### config.mk
export PLATFORM = sky130hd
export DESIGN_NAME = lvds_receiver
export DESIGN_NICKNAME = d
export VERILOG_FILES = /design/src/rtl/lvds_pkg.sv /design/src/rtl/lvds_lane_deser.sv /design/src/rtl/lvds_receiver.sv
export SDC_FILE = /design/constraint.sdc
export NUM_CORES = 1
export LEC_CHECK = 0
export CAP_MARGIN = 15
export CORE_UTILIZATION = 45
export DETAILED_ROUTE_END_ITERATION = 10
export PLACE_DENSITY = 0.76
export SYNTH_ARGS = -nofsm -noshare
export SYNTH_HDL_FRONTEND = slang
export SYNTH_SLANG_ARGS = --single-unit
### constraint.sdc
create_clock -name input_clk -period 2.3 [get_ports input_clk]
set_input_delay 0.23 -clock input_clk [delete_from_list [all_inputs] [get_ports input_clk]]
set_output_delay 0.23 -clock input_clk [all_outputs]
set_load 0.02 [all_outputs]
### src/rtl/lvds_pkg.sv
// Shared types and constants for the 2-lane LVDS receive path.
// Optional build macro used by lvds_receiver: LVDS_RX_TRAIN_FILTER_EN.
package lvds_pkg;

    localparam int LANES         = 2;
    localparam int WORD_W        = 8;
    localparam int BITS_PER_LANE = 4;

    localparam logic [WORD_W-1:0] TRAIN_PATTERN_DEFAULT = 8'hC3;

    typedef enum logic [1:0] {
        HUNT   = 2'd0,
        VERIFY = 2'd1,
        LOCKED = 2'd2
    } state_t;

endpackage

### src/rtl/lvds_lane_deser.sv
// One LVDS lane: shifts in one bit per clock, MSB of the nibble arrives first.
module lvds_lane_deser
    import lvds_pkg::*;
(
    input  logic                     input_clk,
    input  logic                     arst,
    input  logic                     serial_bit,
    output logic [BITS_PER_LANE-1:0] nibble
);

    logic [BITS_PER_LANE-1:0] nibble_reg;

    always_ff @(posedge input_clk or posedge arst) begin
        if (arst) begin
            nibble_reg <= '0;
        end else begin
            nibble_reg <= {nibble_reg[BITS_PER_LANE-2:0], serial_bit};
        end
    end

    assign nibble = nibble_reg;

endmodule

### src/rtl/lvds_receiver.sv
// 2-lane LVDS deserializer with training-pattern word alignment.
// Build macro LVDS_RX_TRAIN_FILTER_EN: suppress training words once locked.
module lvds_receiver
    import lvds_pkg::*;
#(
    parameter logic [WORD_W-1:0] TRAIN_PATTERN = TRAIN_PATTERN_DEFAULT,
    parameter int                LOCK_COUNT    = 4
) (
    input  logic              input_clk,
    input  logic              arst,
    input  logic [LANES-1:0]  input_data,
    input  logic              resync,
    output logic [WORD_W-1:0] output_data,
    output logic              output_valid,
    output logic              locked
);

    localparam logic [3:0] LOCK_TARGET = 4'(LOCK_COUNT);

    logic [BITS_PER_LANE-1:0] lane_sr [LANES];
    logic [WORD_W-1:0]        cand;

    generate
        for (genvar gi = 0; gi < LANES; gi++) begin : g_lane
            lvds_lane_deser u_lane (
                .input_clk  (input_clk),
                .arst       (arst),
                .serial_bit (input_data[gi]),
                .nibble     (lane_sr[gi])
            );
        end
    endgenerate

    // Lane 1 holds the upper nibble of the word.
    assign cand = {lane_sr[1], lane_sr[0]};

    state_t            state_reg, state_next;
    logic [1:0]        phase_reg, phase_next;
    logic [3:0]        count_reg, count_next;
    logic [WORD_W-1:0] data_reg, data_next;
    logic              valid_reg, valid_next;

    logic boundary;
    logic match;
    logic deliver;

    assign boundary = (phase_reg == 2'd3);
    assign match    = (cand == TRAIN_PATTERN);

`ifdef LVDS_RX_TRAIN_FILTER_EN
    assign deliver = boundary && !match;
`else
    assign deliver = boundary;
`endif

    always_ff @(posedge input_clk or posedge arst) begin
        if (arst) begin
            state_reg <= HUNT;
            phase_reg <= 2'd0;
            count_reg <= 4'd0;
            data_reg  <= '0;
            valid_reg <= 1'b0;
        end else begin
            state_reg <= state_next;
            phase_reg <= phase_next;
            count_reg <= count_next;
            data_reg  <= data_next;
            valid_reg <= valid_next;
        end
    end

    always_comb begin
        state_next = state_reg;
        phase_next = phase_reg + 2'd1;
        count_next = count_reg;
        data_next  = data_reg;
        valid_next = 1'b0;

        if (resync) begin
            // Dropping lock wins over any boundary in the same cycle.
            state_next = HUNT;
            count_next = 4'd0;
        end else begin
            case (state_reg)
                HUNT: begin
                    if (match) begin
                        // The word just completed; the next edge starts a new word.
                        phase_next = 2'd0;
                        count_next = 4'd1;
                        state_next = (LOCK_COUNT == 1) ? LOCKED : VERIFY;
                    end
                end
                VERIFY: begin
                    if (boundary) begin
                        if (match) begin
                            count_next = count_reg + 4'd1;
                            if (count_reg + 4'd1 == LOCK_TARGET) begin
                                state_next = LOCKED;
                            end
                        end else begin
                            state_next = HUNT;
                            count_next = 4'd0;
                        end
                    end
                end
                LOCKED: begin
                    if (deliver) begin
                        data_next  = cand;
                        valid_next = 1'b1;
                    end
                end
                default: begin
                    state_next = HUNT;
                    count_next = 4'd0;
                end
            endcase
        end
    end

    assign output_data  = data_reg;
    assign output_valid = valid_reg;
    assign locked       = (state_reg == LOCKED);

endmodule
==> flow_summary_export.csv <==
group,metric,value,unit
worst_setup_path,path_cells,"nand2b_1 -> inv_1 -> clkdlybuf4s50_1",
timing,fmax,0.499,GHz
timing,tightest_slew,0.400,ns
yosys,synth-simple-area-share,20.9,%
detailed_routing,drc,0,
yosys,synthAdderAreaFrac,3.50,%
worst_setup_path,worstPathBufferInverterCount,2,
power_and_ir_drop,power,713,uW
grt,grt_first_pass_wirelength,3.01,mm
detailed_routing,initialDrtViolationCount,8,
grt,grt_max_degree,26,
yosys,yosys.area.top_type,"dfrtp_1",
run,maxCapViolations,0,
timing,hold_viol,0,
yosys,synth_compound_area_share,7.81,%
cells_and_area,area_growth,19.1,%
detailed_routing,ant_nets,0,
die,start_util,48.1,%
grt,antenna_found_initial,0,
worst_setup_path,arrival,1.77,ns
cts,numCtsBuffers,3,
timing,skew,0.00686,ns
timing,drv_slew,0,
timing,finalCritPeriodShare,87.1,%
yosys,synthTopCellsByCount,"dfrtp_1 (25), mux2_2 (8), nand3_1 (5)",
cts,htree_levels,1,
cells_and_area,fin_nets,108,
yosys,synthTopCellsByArea,"dfrtp_1 (58%), mux2_2 (8.4%), ha_1 (3.5%)",
yosys,synthFlopType,"dfrtp_1",
yosys,syn-cell-area,1070,sq um
placed_design,port_buffers,14,
grt,grt_overflow_total,0,
detailed_routing,wire_per_inst,13.7,um
outcome,outcome,"completed",
worst_setup_path,worstSetupPathType,"reg2out",
die,core_area,2230,sq um
timing,setup_viol,0,
cts,cts.sinks,25,
placed_design,gp_congestion,0.827,
worst_setup_path,crit_fanout,12,
cts,cts.reportedPaths.clkPinSlew,0.13,ns
cts,cts.path.max_buffers,2,
cells_and_area,drive_gt1_share,20.2,%
yosys,synth_top_family_by_area,"simple AND/OR/NAND/NOR gates",
worst_setup_path,critPathCaptureType,"output pin",
power_and_ir_drop,max-vdd-ir-drop,0.000383,V
die,die_x,50.8,um
timing,whs,0.247,ns
yosys,muxShareOfSynthArea,8.39,%
cts,post_cts_buffers,0,
cells_and_area,antennaDiodeCount,0,
yosys,synth_edf_count,0,
worst_setup_path,cp_data_required_time,2.07,ns
yosys,async_flop_share,100,%
yosys,syn_nets,89,
grt,first_global_vias,698,
detailed_routing,drt_pre_antenna_iters,4,
min_path,hp-class,"in2async",
yosys,synth_most_common_cell,"dfrtp_1",
die,io_pins,15,
yosys,yosys.area.top_type_share,58.3,%
yosys,synth-seq-cells,25,
cts,cts-root-buf,"clkbuf_4",
timing,layout_min_cycle_time,2.00,ns
timing,rsz0062_at_grt,"no",
placed_design,preCtsSetupSlack,0.431,ns
timing,setup_ws,0.296,ns
cts,insertion_delay,0.30,ns
worst_setup_path,slowest_stage,"clkdlybuf4s50_1",
worst_setup_path,slowest_delay,0.59,ns
cts,ctsResizeCount,0,
die,die_h,50.8,um
detailed_routing,wl,1.74,mm
detailed_routing,vias_per_cell,5.30,
yosys,yosysWarnings,0,
die,dieArea,2580,sq um
cells_and_area,nFillCells,179,
yosys,synthCells,81,
yosys,synth.distinct_cells,27,
die,rows,17,
yosys,syn_avg_cell_area,13.3,sq um
power_and_ir_drop,powerDensity,557,nW/um^2
yosys,synth_seq_area_share,58.3,%
cts,tritoncts,"done",
placed_design,place_hpwl,1.32,mm
power_and_ir_drop,power.leakage,0.584,nW
detailed_routing,num_vias,673,
timing,tns,0,ns
worst_setup_path,crit_family,"buffers and inverters",
grt,grt_use_total,15.6,%
yosys,synth_xor_area_share,0,%
worst_setup_path,startpoint_type,"flop",
timing,relSlewSlack,72.6,%
cts,cts_hold_buf,0,
==> tightest hold or removal path: cells and delay by family <==
| family | cells | cell delay, ns |
|---|---|---|
| buffers and inverters | 3 | 0.73 |
==> area by class of cell <==
cell class / instances / area (sq um) / area share, %
Clock buffer: 3 / 22.5 / 1.76
Clock inverter: 1 / 5.00 / 0.391
Inverter: 2 / 7.51 / 0.587
Multi-Input combinational cell: 53 / 435 / 34.1
Sequential cell: 25 / 626 / 48.9
Tap cell: 28 / 35.0 / 2.74
Timing Repair Buffer: 15 / 148 / 11.5
==> final timing paths <==
kind | startpoint | slack (ns) | cells after the start | end
min | arst | 0.25 | 3 | output_valid
max | state_reg[0] | 0.30 | 3 | locked
max reg2reg | count_reg[0] | 0.71 | 5 | state_reg[0]
min in group input_clk | input_data[0] | 0.36 | 1 | g_lane[0].u_lane.nibble[0]
min reg2reg | g_lane[0].u_lane.nibble[0] | 0.42 | 0 | g_lane[0].u_lane.nibble[1]
max in group asynchronous | arst | 1.82 | 3 | output_data[4]
==> report_power, final <==
group	total, mW	internal (mW)	switching (mW)
registers	0.467	0.458	0.00900
clock network	0.184	0.0647	0.120
logic	0.0612	0.0263	0.0349
==> metal layers <==
metal	vias up	track usage (%)	part of all wire [%]
li1	330	-	-
met1	329	19.8	46
met2	10	26.9	50
met3	4	2.68	2.4
met4	0	5.56	1.3
met5	-	0	0
==> placed cells by master, fill, tap and decap left out, types with 2 or more instances in the layout <==
cell type and instances:
clkbuf_4 3, dfrtp_1 25, mux2_2 8, ha_1 3, a21oi_1 2, o21ai_0 3
nor2_1 4, inv_1 2, nand4bb_1 3, nor2b_1 4, clkdlybuf4s50_1 14, nand2b_1 4
nand3_1 5, nand2_1 3
==> logic make-up after synthesis <==
logic type	after synthesis
flip-flops	25
AND/OR/NAND/NOR	31
buffers and inverters	3
adder cells (fa/ha/maj)	3
multiplexers	8
AO/OA/AOI/OAI	11
==> per-stage QoR <==
stage               cell area (sq um)  utilization (%)  cells
CTS                              1280             57.3    127
global route                     1280             57.3    127
floorplan                        1070                -     81
finish                           1280             57.3    127
global placement                 1250             56.0    123
detailed placement               1250             56.0    123
Note: power is estimated with default switching activity, not from simulation.
